`config.mk`:
```
export PLATFORM = sky130hd
export DESIGN_NAME = debounce_pulse
export DESIGN_NICKNAME = d
export VERILOG_FILES = /design/src/rtl/debounce_pulse.sv
export SDC_FILE = /design/constraint.sdc
export NUM_CORES = 1
export LEC_CHECK = 0
export ABC_AREA = 1
export BUFFER_PORTS_ARGS = -buffer_cell sky130_fd_sc_hd__buf_2
export CAP_MARGIN = 25
export CELL_PAD_IN_SITES_DETAIL_PLACEMENT = 1
export CELL_PAD_IN_SITES_GLOBAL_PLACEMENT = 1
export CORE_AREA = 2 2 74 76
export CTS_CLUSTER_DIAMETER = 30
export DETAILED_ROUTE_END_ITERATION = 6
export DIE_AREA = 0 0 76 78
export PLACE_DENSITY_LB_ADDON = 0.2
export REMOVE_ABC_BUFFERS = 1
export SLEW_MARGIN = 20
export SYNTH_ARGS = -nofsm -noshare
export SYNTH_HDL_FRONTEND = slang
export SYNTH_SLANG_ARGS = --single-unit
```
`constraint.sdc`:
```
create_clock -name clk -period 4.1 [get_ports clk]
set_input_delay 0.615 -clock clk [delete_from_list [all_inputs] [get_ports clk]]
set_output_delay 0.615 -clock clk [all_outputs]
set_load 0.01 [all_outputs]
```
`src/rtl/debounce_pulse.sv`:
```
// ---------------------------------------------------------------------------
// debounce_pulse
//
// Turns a raw, bouncy push-button level into clean single-cycle strobes that
// can drive a counter enable directly. The raw input is synchronised, both
// edges are debounced, and an optional auto-repeat keeps emitting strobes
// while the button stays held.
//
// Parameters
//   SYNC_STAGES   synchroniser depth (>= 2)
//   DB_CYCLES     identical synchronised samples needed to accept a change
//   REPEAT_EN     1 = auto-repeat while held, 0 = one strobe per press
//   REPEAT_DELAY  edges from the initial strobe to the first repeat strobe
//   REPEAT_PERIOD edges between successive repeat strobes
//
// Ports
//   clk     single clock, all flops on its rising edge
//   rst     asynchronous active-high reset, clears every flop
//   btn_in  raw asynchronous button level, 1 = pressed
//   pulse   registered one-cycle strobe
//   level   registered debounced button level
//   held    registered, high while in the auto-repeat phase
// ---------------------------------------------------------------------------
module debounce_pulse #(
    parameter int SYNC_STAGES   = 2,
    parameter int DB_CYCLES     = 16,
    parameter int REPEAT_EN     = 1,
    parameter int REPEAT_DELAY  = 1000,
    parameter int REPEAT_PERIOD = 100
) (
    input  logic clk,
    input  logic rst,
    input  logic btn_in,
    output logic pulse,
    output logic level,
    output logic held
);

    localparam int DB_W    = $clog2(DB_CYCLES + 1);
    localparam int REP_MAX = (REPEAT_DELAY > REPEAT_PERIOD) ? REPEAT_DELAY : REPEAT_PERIOD;
    localparam int REP_W   = $clog2(REP_MAX + 1);

    localparam logic [DB_W-1:0]  DB_ONE      = DB_W'(1);
    localparam logic [DB_W-1:0]  DB_LAST     = DB_W'(DB_CYCLES - 1);
    localparam logic [DB_W-1:0]  DB_SAT      = DB_W'(DB_CYCLES);
    localparam logic [REP_W-1:0] REP_SAT     = REP_W'(REP_MAX);
    localparam logic [REP_W-1:0] DELAY_LAST  = REP_W'(REPEAT_DELAY - 1);
    localparam logic [REP_W-1:0] PERIOD_LAST = REP_W'(REPEAT_PERIOD - 1);

    localparam logic [2:0] ST_IDLE        = 3'd0;
    localparam logic [2:0] ST_PRESS_CHK   = 3'd1;
    localparam logic [2:0] ST_PRESSED     = 3'd2;
    localparam logic [2:0] ST_REPEAT      = 3'd3;
    localparam logic [2:0] ST_RELEASE_CHK = 3'd4;

    logic [SYNC_STAGES-1:0] r_syncChain;
    logic [2:0]             r_state;
    logic [DB_W-1:0]        r_dbCnt;
    logic [REP_W-1:0]       r_repCnt;
    logic                   r_pulse;
    logic                   r_level;
    logic                   r_held;

    logic                   w_btnSync;
    logic [2:0]             w_stateNext;
    logic [DB_W-1:0]        w_dbNext;
    logic [REP_W-1:0]       w_repNext;
    logic                   w_pulseNext;
    logic                   w_levelNext;
    logic                   w_heldNext;
    logic                   w_repHit;
    logic [2:0]             w_pressTarget;
    logic [DB_W-1:0]        w_dbInc;
    logic [REP_W-1:0]       w_repInc;

    assign w_btnSync = r_syncChain[SYNC_STAGES-1];

    // Shift the raw input through the synchroniser chain; only the last
    // stage is ever looked at by the rest of the block.
    always_ff @(posedge clk or posedge rst) begin
        if (rst) begin
            r_syncChain <= '0;
        end else begin
            r_syncChain <= {r_syncChain[SYNC_STAGES-2:0], btn_in};
        end
    end

    // Next-state logic. rep_cnt only advances on edges where the button is
    // seen pressed while the debounced level is high, so every edge spent
    // with a low sample (a release excursion) pushes later repeat strobes
    // out by exactly one edge. The edge that returns from RELEASE_CHK counts
    // like any other pressed edge and may itself carry a repeat strobe.
    always_comb begin
        w_stateNext   = r_state;
        w_dbNext      = r_dbCnt;
        w_repNext     = r_repCnt;
        w_pulseNext   = 1'b0;
        w_levelNext   = r_level;
        w_heldNext    = r_held;
        w_repHit      = r_held ? (r_repCnt >= PERIOD_LAST) : (r_repCnt >= DELAY_LAST);
        w_pressTarget = r_held ? ST_REPEAT : ST_PRESSED;
        w_dbInc       = (r_dbCnt == DB_SAT) ? r_dbCnt : r_dbCnt + 1'b1;
        w_repInc      = (r_repCnt == REP_SAT) ? r_repCnt : r_repCnt + 1'b1;

        case (r_state)
            ST_IDLE: begin
                if (w_btnSync) begin
                    if (DB_CYCLES == 1) begin
                        w_stateNext = ST_PRESSED;
                        w_levelNext = 1'b1;
                        w_pulseNext = 1'b1;
                        w_dbNext    = '0;
                        w_repNext   = '0;
                    end else begin
                        w_stateNext = ST_PRESS_CHK;
                        w_dbNext    = DB_ONE;
                    end
                end
            end

            ST_PRESS_CHK: begin
                if (!w_btnSync) begin
                    w_stateNext = ST_IDLE;
                    w_dbNext    = '0;
                end else if (r_dbCnt >= DB_LAST) begin
                    w_stateNext = ST_PRESSED;
                    w_levelNext = 1'b1;
                    w_pulseNext = 1'b1;
                    w_dbNext    = '0;
                    w_repNext   = '0;
                end else begin
                    w_dbNext = w_dbInc;
                end
            end

            ST_PRESSED, ST_REPEAT, ST_RELEASE_CHK: begin
                if (w_btnSync) begin
                    w_dbNext = '0;
                    if ((REPEAT_EN != 0) && w_repHit) begin
                        w_stateNext = ST_REPEAT;
                        w_heldNext  = 1'b1;
                        w_pulseNext = 1'b1;
                        w_repNext   = '0;
                    end else begin
                        w_stateNext = w_pressTarget;
                        w_repNext   = w_repInc;
                    end
                end else if ((r_state != ST_RELEASE_CHK) && (DB_CYCLES != 1)) begin
                    w_stateNext = ST_RELEASE_CHK;
                    w_dbNext    = DB_ONE;
                end else if ((r_state != ST_RELEASE_CHK) || (r_dbCnt >= DB_LAST)) begin
                    w_stateNext = ST_IDLE;
                    w_levelNext = 1'b0;
                    w_heldNext  = 1'b0;
                    w_dbNext    = '0;
                    w_repNext   = '0;
                end else begin
                    w_dbNext = w_dbInc;
                end
            end

            default: begin
                w_stateNext = ST_IDLE;
                w_levelNext = 1'b0;
                w_heldNext  = 1'b0;
                w_dbNext    = '0;
                w_repNext   = '0;
            end
        endcase
    end

    // State, counters and registered outputs.
    always_ff @(posedge clk or posedge rst) begin
        if (rst) begin
            r_state  <= ST_IDLE;
            r_dbCnt  <= '0;
            r_repCnt <= '0;
            r_pulse  <= 1'b0;
            r_level  <= 1'b0;
            r_held   <= 1'b0;
        end else begin
            r_state  <= w_stateNext;
            r_dbCnt  <= w_dbNext;
            r_repCnt <= w_repNext;
            r_pulse  <= w_pulseNext;
            r_level  <= w_levelNext;
            r_held   <= w_heldNext;
        end
    end

    assign pulse = r_pulse;
    assign level = r_level;
    assign held  = r_held;

endmodule
```
==> reports/metrics.cfg <==
[synthesis]
yosysTopAreaCell=dfrtp_1
synth.most_common_cell=nand2_1
synth_top_area_share_pct=38.24
syn-cell-area_sq_um=1505
syn-instance-count=198
yosys_warnings=0
yosys-top-cells-count=45 x nand2_1, 28 x inv_1, 23 x dfrtp_1, 22 x nor2_1, 17 x nand3_1
synth_edf_count=0
synthFlopType=dfrtp_1
yosys_register_bits=23
synthArstFlopShare_pct=100.0
synthTopCellsByArea=dfrtp_1 38%, nand2_1 11%, inv_1 7.0%
avgSynthCellArea_sq_um=7.602
synth_cell_types=29
yosysSeqAreaShare_pct=38.24

[timing]
setup_ws_ns=2.072
finalCritPeriodShare_pct=49.46
slew_headroom_pct=68.09
fmax_ghz=0.4931
worst_pin_slew_ns=0.4782
skew_ns=0.008834
final_max_slew_viol_count=0
tns_ns=0
hold_viol_final=0
min_period_ns=2.028
rsz0062_at_grt=false
hold_ws_ns=0.3381
setup_viol=0

[grt]
grt_pass1_wl_um=6189
grt_max_degree=24
grtUsageTotal_pct=13.01
antenna_found_initial=0
grt_pass1_vias=1324
grt-ovfl-total=0

[placement]
place_congestion=0.7920
port_buffers=5
dpl.hpwl_um=2747
pre_cts_ws_ns=2.049

[setup_path]
cp_data_required_time_ns=4.28
worst_r2r_startpoint=r_dbCnt[0]
r2r_end=r_repCnt[9]
start_kind=register
critPathArrivalTime_ns=2.21
criticalPathCategory=register to register
critPathCaptureType=register
rr_worst_depth=14
crit_fanout=9
r2r_setup_slack_ns=2.07

[cts]
clockBufferDepth=2
clk_pin_slew_ns=0.10
cts_tree=built
post_cts_buffers=0
cts_resized=0
holdBufCountCts=0
cts_max_level=1
cts_buffers=3
clock-sinks=23
clockRootBuffer=clkbuf_8
clk_latency_ns=0.27

[floorplan]
coreArea_sq_um=5042
die_h_um=78
ios=6
start_util_pct=29.85
dieArea_sq_um=5928
die_w_um=76
placementRows=26

[status]
status=finished, final reports clean

[cells_and_area]
drive_above_1_share_pct=18.84
register_area_sq_um=575.6
nFillCells=629
n_antenna_cell=0
area_growth_pct=11.06
nets=216
multi_input_area_sq_um=792.0

[route]
avgViaCountPerCell=4.549
post-route-drc-count=0
first_pass_iters=4
route.vias.total=1260
ant_nets=0
drt_iter0_markers=59
wl_um=3551
wl_per_cell_um=12.82

[flow_run]
maxCapViolations=0

[power]
p_leak_nw=0.8241
ir_drop_mv=0.2190
power.density_nw_per_um2=518.9

[min_path]
hold_class=input port to async pin

==> how the worst max path moves through the flow <==
stage | cells after the start | end | from | slack [ns]
after global routing | 14 | r_repCnt[9] | r_dbCnt[0] | 1.87
after global placement | 13 | r_repCnt[3] | r_dbCnt[0] | 2.10
after detailed placement | 14 | r_repCnt[9] | r_dbCnt[0] | 2.05
after CTS | 13 | r_repCnt[6] | r_dbCnt[0] | 2.04
final | 14 | r_repCnt[9] | r_dbCnt[0] | 2.07
after floorplan | 14 | r_repCnt[9] | r_dbCnt[0] | 2.27
==> layout by cell type (no fill, tap or decap) <==
master and n:
nand4_1 9, o22ai_1 5, nand3_2 1, clkinv_2 1, a21oi_1 4, dfrtp_1 23
o21ai_0 4, a21oi_2 2, nand4_4 1, nand2_2 7, o21bai_1 1, xor2_1 1
nand4_2 1, inv_1 28, xnor2_1 1, nor2_8 1, nor2_1 22, o21ai_2 2
nor3_1 2, nand3_1 17, nand2_4 3, o211ai_1 1, ha_1 5, buf_2 5
nor2_4 1, clkbuf_8 3, nor2_2 3, nor3_4 1, inv_2 5, buf_8 1
inv_4 1, nand2_1 45
==> final cells by class <==
cell class                 count  area share, %
timing repair buffer           6          2.395
clock buffer                   3          2.470
tap                           70          5.240
sequential                    23          34.43
clock inverter                 1         0.2994
inverter                      34          7.784
multi-input combinational    140          47.38
==> power breakdown <==
group | internal [W] | total, W | leakage, nW | switching [W]
Combinational | 0.000129 | 0.000411 | 0.493 | 0.000282
Clock | 0.0000681 | 0.000151 | 0.0255 | 0.0000833
Sequential | 0.000264 | 0.000305 | 0.306 | 0.0000408
Total | 0.000461 | 0.000867 | 0.824 | 0.000406
==> stage by stage <==
| stage | power (W) | utilization, % | std cells | instance area [sq um] |
|---|---|---|---|---|
| after global placement | 0.0007224 | 31.94 | 272 | 1610 |
| after floorplan | 0.0006283 | - | 197 | 1498 |
| after CTS | 0.0008844 | 32.85 | 276 | 1657 |
| after detailed placement | 0.0007286 | 31.94 | 272 | 1610 |
| after global routing | 0.0009453 | 33.15 | 277 | 1672 |
| final | 0.0008673 | 33.15 | 277 | 1672 |
==> worst max-delay path: stages, from the launching register on <==
cell and delay [ns]:
dfrtp_1 0.44, ha_1 0.25, nand2_1 0.07, nor2_1 0.04, ha_1 0.17, nor2_1 0.24, nand2_2 0.16, nand2_4 0.12
nand2_4 0.10, inv_4 0.10, nor2_8 0.06, nand2_2 0.05, nand2_1 0.05, nand2_1 0.06, inv_1 0.04
==> registers in the layout, summed over array words and instances, names as in the netlist <==
| register | flops |
|---|---|
| r_syncChain | 2 |
| held | 1 |
| r_dbCnt | 5 |
| r_repCnt | 10 |
| r_state | 3 |
| level | 1 |
| pulse | 1 |
==> layer usage <==
metal / part of all wire [%] / up-vias / global-route usage [%]
met5: 0 / - / 0
met4: 0.42 / 0 / 2.182
met3: 2.1 / 2 / 2.791
met2: 50 / 10 / 23.30
met1: 47 / 600 / 16.39
li1: - / 648 / -
==> cells by family after synthesis <==
logic type,synth area share (%)
adder cells (fa/ha/maj),4.156
buffers and inverters,9.144
AO/OA/AOI/OAI,8.064
XOR/XNOR,1.164
flip-flops,38.24
AND/OR/NAND/NOR,39.23
No activity file was read; power rests on OpenSTA's default activity.
